[config.mk]
export PLATFORM = sky130hd
export DESIGN_NAME = pengo_rom_loader
export DESIGN_NICKNAME = d
export VERILOG_FILES = /design/src/rtl/pengo_rom_loader.sv
export SDC_FILE = /design/constraint.sdc
export NUM_CORES = 1
export LEC_CHECK = 0
export ABC_CLOCK_PERIOD_IN_PS = 2000
export CAP_MARGIN = 20
export CORE_ASPECT_RATIO = 1.25
export CORE_UTILIZATION = 42
export DETAILED_ROUTE_END_ITERATION = 10
export GPL_TIMING_DRIVEN = 0
export PLACE_DENSITY = 0.78
export SETUP_SLACK_MARGIN = 0.5
export SKIP_LAST_GASP = 1
export SLEW_MARGIN = 20
export SYNTH_ARGS = -nofsm -noshare
export SYNTH_HDL_FRONTEND = slang
export SYNTH_SLANG_ARGS = --single-unit
[constraint.sdc]
create_clock -name clk_sys -period 2 [get_ports clk_sys]
set_input_delay 0.3 -clock clk_sys [delete_from_list [all_inputs] [get_ports clk_sys]]
set_output_delay 0.3 -clock clk_sys [all_outputs]
set_load 0.01 [all_outputs]
[src/rtl/pengo_rom_loader.sv]
// Start-up sequencer and single-port RAM arbiter between the MiST download stream and the CPU.
// Define PENGO_ROM_CHECKSUM_EN to add the checksum / checksum_ok outputs.
module pengo_rom_loader #(
  parameter int         ADDR_W      = 16,
  parameter logic [7:0] ROM_INDEX   = 8'd0,
  parameter logic [7:0] PATCH_INDEX = 8'd1,
  parameter int         HOLD_CYCLES = 16
) (
  input  logic              clk_sys,
  input  logic              reset,
  input  logic              ioctl_downl,
  input  logic [7:0]        ioctl_index,
  input  logic              ioctl_wr,
  input  logic [23:0]       ioctl_addr,
  input  logic [7:0]        ioctl_dout,
  output logic              ioctl_wait,
  input  logic              cpu_rd,
  input  logic [ADDR_W-1:0] cpu_addr,
  output logic [7:0]        cpu_dout,
  output logic              cpu_valid,
  output logic [ADDR_W-1:0] mem_addr,
  output logic              mem_we,
  output logic [7:0]        mem_din,
  input  logic [7:0]        mem_dout,
`ifdef PENGO_ROM_CHECKSUM_EN
  output logic [7:0]        checksum,
  output logic              checksum_ok,
`endif
  output logic              machine_reset
);

  typedef enum logic [1:0] {HOLD, RUN, LOAD, PATCH} state_t;

  localparam logic [7:0] HOLD_LAST = 8'(HOLD_CYCLES - 1);

  state_t            state;
  logic [7:0]        hold_cnt;
  logic              downl_d;
  logic              dl_rise;
  logic              dl_fall;
  logic              load_enter;
  logic              in_range;
  logic              cpu_go;
  logic              load_wr;
  logic              patch_cap;
  logic              commit;
  logic              load_we;
  logic              buf_full;
  logic [ADDR_W-1:0] wr_addr;
  logic [7:0]        wr_data;
  logic              rd_p1;

  assign dl_rise    = ioctl_downl & ~downl_d;
  assign dl_fall    = ~ioctl_downl & downl_d;
  assign load_enter = dl_rise && (ioctl_index == ROM_INDEX) && (state == HOLD || state == RUN);
  assign in_range   = ((ioctl_addr >> ADDR_W) == 24'd0);
  assign cpu_go     = cpu_rd && (state == RUN || state == PATCH);
  assign load_wr    = ioctl_wr && in_range && (state == LOAD);
  assign patch_cap  = ioctl_wr && in_range && (state == PATCH);

  // The patch buffer only holds data while in PATCH; a CPU read always takes the port first.
  assign commit     = buf_full & ~cpu_go;
  assign mem_addr   = cpu_go ? cpu_addr : wr_addr;
  assign mem_din    = wr_data;
  assign mem_we     = load_we | commit;
  assign ioctl_wait = buf_full;

  always_ff @(posedge clk_sys or posedge reset) begin
    if (reset) begin
      state         <= HOLD;
      hold_cnt      <= 8'd0;
      machine_reset <= 1'b1;
      downl_d       <= 1'b0;
    end else begin
      downl_d <= ioctl_downl;
      case (state)
        HOLD: begin
          if (load_enter) begin
            state    <= LOAD;
            hold_cnt <= 8'd0;
          end else if (hold_cnt == HOLD_LAST) begin
            state         <= RUN;
            machine_reset <= 1'b0;
          end else begin
            hold_cnt <= hold_cnt + 8'd1;
          end
        end
        RUN: begin
          if (load_enter) begin
            state         <= LOAD;
            machine_reset <= 1'b1;
          end else if (dl_rise && ioctl_index == PATCH_INDEX) begin
            state <= PATCH;
          end
        end
        LOAD: begin
          if (dl_fall) begin
            state    <= HOLD;
            hold_cnt <= 8'd0;
          end
        end
        PATCH: begin
          // Leave only once the download has ended and nothing is left to commit.
          if (!ioctl_downl && !buf_full && !patch_cap) begin
            state <= RUN;
          end
        end
        default: begin
          state         <= HOLD;
          hold_cnt      <= 8'd0;
          machine_reset <= 1'b1;
        end
      endcase
    end
  end

  always_ff @(posedge clk_sys or posedge reset) begin
    if (reset) begin
      load_we   <= 1'b0;
      buf_full  <= 1'b0;
      wr_addr   <= '0;
      wr_data   <= 8'd0;
      rd_p1     <= 1'b0;
      cpu_valid <= 1'b0;
      cpu_dout  <= 8'd0;
    end else begin
      load_we   <= load_wr;
      rd_p1     <= cpu_go;
      cpu_valid <= rd_p1;
      if (rd_p1) begin
        cpu_dout <= mem_dout;
      end
      if (load_wr || patch_cap) begin
        wr_addr <= ioctl_addr[ADDR_W-1:0];
        wr_data <= ioctl_dout;
      end
      // A new capture wins over a same-cycle commit so the fresh byte is never lost.
      if (patch_cap) begin
        buf_full <= 1'b1;
      end else if (commit) begin
        buf_full <= 1'b0;
      end
    end
  end

`ifdef PENGO_ROM_CHECKSUM_EN
  logic [7:0] csum_next;

  assign csum_next = checksum + (load_wr ? ioctl_dout : 8'd0);

  always_ff @(posedge clk_sys or posedge reset) begin
    if (reset) begin
      checksum    <= 8'd0;
      checksum_ok <= 1'b0;
    end else if (load_enter) begin
      checksum    <= 8'd0;
      checksum_ok <= 1'b0;
    end else begin
      if (load_wr) begin
        checksum <= csum_next;
      end
      // csum_next already includes a byte strobed on the final cycle of the load.
      if (state == LOAD && dl_fall) begin
        checksum_ok <= (csum_next == 8'h00);
      end
    end
  end
`endif

endmodule

==> summary.txt <==
Critical path
  • Startpoint types: register
  • Crit-path max FO: 5
  • CP arrival: 1.47 ns
  • CP endpoint kind: output port
  • Slowest-stage cell, CP: dfrtp_1
  • RR Startpoint: state[1]
  • Crit path cell chain: buf_6 > nand2_8 > buf_8 > mux2_4 > buf_6
  • Max stage delay on crit path: roughly 0.38 ns
  • Most used cell along the critical path: buf_6
  • R2r worst-path depth: 6
  • Setup crit end: mem_addr[10]
  • Worst reg2reg path endpoint: wr_addr[3]
  • WS Path Type: reg -> out
  • WP data required: approximately 1.7 ns
  • Flop-to-flop setup slack: ~0.34 ns

Global route
  • Antenna violations before repair: 0
  • Global-route wire length before repair: around 10000 um
  • Total grt overflow: 0
  • Number of global-route vias before repair: between 2000 and 2500
  • All-Layer GR Usage: 22.89%
  • Largest net degree at the start of global routing: 34

Cells and area
  • Nets: 383
  • Area grow syn2layout: 77.13%
  • Fillers: between 300 and 400
  • Antenna Cells: 0
  • Share of cells above drive strength 1: approximately 40%
  • Multi-input gate area: between 1000 and 1500 um2
  • Seq. cell area: 1202 um2
  • Finished Cell Area: between 4000 and 5000 um2

Routing
  • WL/cell: ~17 um
  • Via count: roughly 2000
  • Residual DRC: 0
  • DRT iter0 DRCs: 117
  • Routed Antenna Nets: 0
  • Final WL: ~6500 um
  • Via density per instance: a little over 5
  • Pre-antenna DRT Iters: 7

CTS
  • TritonCTS buffer count: 5
  • Worst skew pair latency: ~0.3 ns
  • CTS tree: built
  • Root buf cell: clkbuf_8
  • Sink Count: 48
  • Clock-pin transition on the worst setup and hold timing paths: about 0.090 ns
  • H-tree depth: 2
  • Clock buffer depth: 2

Timing
  • Tightest Pin Transition: between 0.4 and 0.5 ns
  • Setup_tns: 0 ns
  • Final slew viol count: 0
  • Slew headroom: 71.35%
  • Final setup fails: 0
  • Crit share post-route: between 80% and 90%
  • Max frequency: 563.8 MHz
  • Fin. Hold Viols: 0
  • RSZ-0062 raised after global routing: yes
  • Worst Skew: around 0.0044 ns
  • Minimum clock period: between 1.5 and 2 ns
  • Hold slack: roughly 0.3 ns

Synthesis
  • Yosys top cell by area: dfrtp_1
  • Most instantiated library cell after synthesis: dfrtp_1
  • Synth Area per Inst: 13.37 um2
  • Cells after synthesis: about 180
  • Synth area leaders: dfrtp_1, mux2_2, mux2_4
  • Main synth FF type: dfrtp_1
  • Area share of the largest cell type after synthesis: between 50 and 60%
  • Asr flop ratio synth: 100.0%
  • Number of synthesized flops with an enable pin: 0
  • Count of cell types in the netlist: 40
  • Synth Cell Area: 2352 um2
  • Syn Nets: between 200 and 250
  • Register area share after synthesis: 51.12%
  • Synth top cells by count: dfrtp_1, mux2_2, mux2_4, inv_1, nand2_1
  • Yosys Warn Count: 0
  • Synthesized flop and latch total: 48

Pwr
  • Leak pwr: roughly 2.1 nW
  • Clk pwr share: between 20% and 30%
  • Pwr Density: approximately 900 nW/um2
  • Psw: roughly 1.2 mW
  • Max IR drop VDD: around 660 uV
  • Seq pwr share: a little over a third
  • Final Power: between 3 and 4 mW
  • Combinational fraction of design power: between 40% and 50%
  • Net Sw Frac: 32.09%
  • P_int: 2.513 mW

Placed design
  • GPL Wtd Cong: ~0.75
  • Placed inst area: 3498 um2
  • PortBufs: approximately 100
  • Post-DP HPWL: between 3000 and 4000 um

Die
  • Row count: 30
  • Initial core utilization: a little over two fifths
  • Die width: 68.94 um
  • Die area: roughly 6000 um2
  • Die height: about 86 um
  • IO Pins: ~110
  • Core area: between 5000 and 6000 um2

Status
  • Status: finished, final reports clean

Min path
  • Tightest Hold Check Type: in -> async

Run
  • MaxCap Viol Count: 0
==> worst min-delay path by stage <==
stage | startpoint | end | slack [ns]
after floorplan | ioctl_downl | downl_d | 0.33
after global placement | rd_p1 | cpu_valid | 0.36
after detailed placement | rd_p1 | cpu_valid | 0.36
after CTS | reset | hold_cnt[7] | 0.29
after global routing | ioctl_downl | downl_d | 0.32
final | reset | hold_cnt[7] | 0.30
==> layout make-up <==
cell class / count / area share, %
Timing Repair Buffer: 130 / 33.09
Multi-Input combinational cell: 111 / 30.00
Sequential cell: 48 / 28.86
Tap cell: 64 / 1.922
Buffer: 6 / 1.832
Clock buffer: 5 / 1.652
Clock inverter: 3 / 1.652
Inverter: 11 / 0.9910
==> cells by family (layout without fill, tap and decap cells) <==
group	Yosys count	in the layout	share of synthesized area, %
adders and majority gates	1	1	0.5318
buffers and inverters	17	155	3.617
DFF	48	48	51.12
muxes	49	49	26.28
AOI/OAI and AO/OA	24	24	7.767
and+or+nand+nor	37	37	10.69
==> cells in the final DEF, fill, tap and decap left out, types with 3 or more instances in the layout <==
| master | netlist | routed |
|---|---|---|
| buf_8 | 0 | 3 |
| buf_6 | 2 | 28 |
| o221ai_2 | 0 | 3 |
| nor3_1 | 4 | 4 |
| clkdlybuf4s50_1 | 0 | 56 |
| inv_1 | 11 | 10 |
| nor4_4 | 1 | 3 |
| buf_12 | 0 | 3 |
| dlygate4sd2_1 | 0 | 22 |
| dlymetal6s2s_1 | 0 | 9 |
| nand2_1 | 9 | 7 |
| o21ai_0 | 4 | 3 |
| buf_4 | 1 | 11 |
| mux2_4 | 18 | 35 |
| nor2_1 | 4 | 4 |
| buf_16 | 0 | 3 |
| nand3_1 | 6 | 6 |
| clkbuf_8 | 0 | 5 |
| mux2_2 | 30 | 13 |
| dfrtp_1 | 47 | 47 |
==> state kept, by name, summed over array words and instances, names as in the netlist, named ones only <==
name,flops
load_we,1
rd_p1,1
state,1
ioctl_wait,1
machine_reset,1
cpu_valid,1
mem_din,8
wr_addr,16
cpu_dout,8
downl_d,1
hold_cnt,8
==> routing by layer <==
layer / GRT usage, % / up-vias / part of all wire [%]
met5: 0 / - / 0
met4: 4.824 / 0 / 1.3
met3: 5.718 / 8 / 5.5
met2: 40.95 / 83 / 55
met1: 26.81 / 953 / 38
li1: - / 914 / -
==> per-stage QoR <==
step	setup slack, ns	utilization [%]	instances
2_1_floorplan	0.5016	-	176
3_3_place_gp	-0.3921	64.35	344
3_5_place_dp	-0.3311	64.72	345
4_1_cts	0.2202	74.61	375
5_1_grt	0.1712	77.08	378
6_report	0.2262	77.08	378
==> power by group through the flow <==
stage | sequential (mW) | combinational (mW) | clock [mW]
final | 1.30 | 1.55 | 0.850
after global routing | 1.33 | 1.67 | 0.904
after CTS | 1.28 | 1.46 | 0.857
after floorplan | 1.32 | 0.601 | 0
after detailed placement | 1.30 | 1.20 | 0
after global placement | 1.29 | 1.16 | 0
==> what timing repair did <==
action	4_1_cts	5_1_grt
setup endpoints to repair	59	57
buffers inserted	19	3
cloned	3	0
pin swaps	9	8
hold buffers	0	0
resized for setup	149	26
==> critical path, delay by kind of cell, from the launching register on <==
kind	cells	cell delay [ns]
DFF	1	0.38
buffers and inverters	3	0.38
muxes	1	0.31
and+or+nand+nor	1	0.09
(Power assumes the default switching activity.)
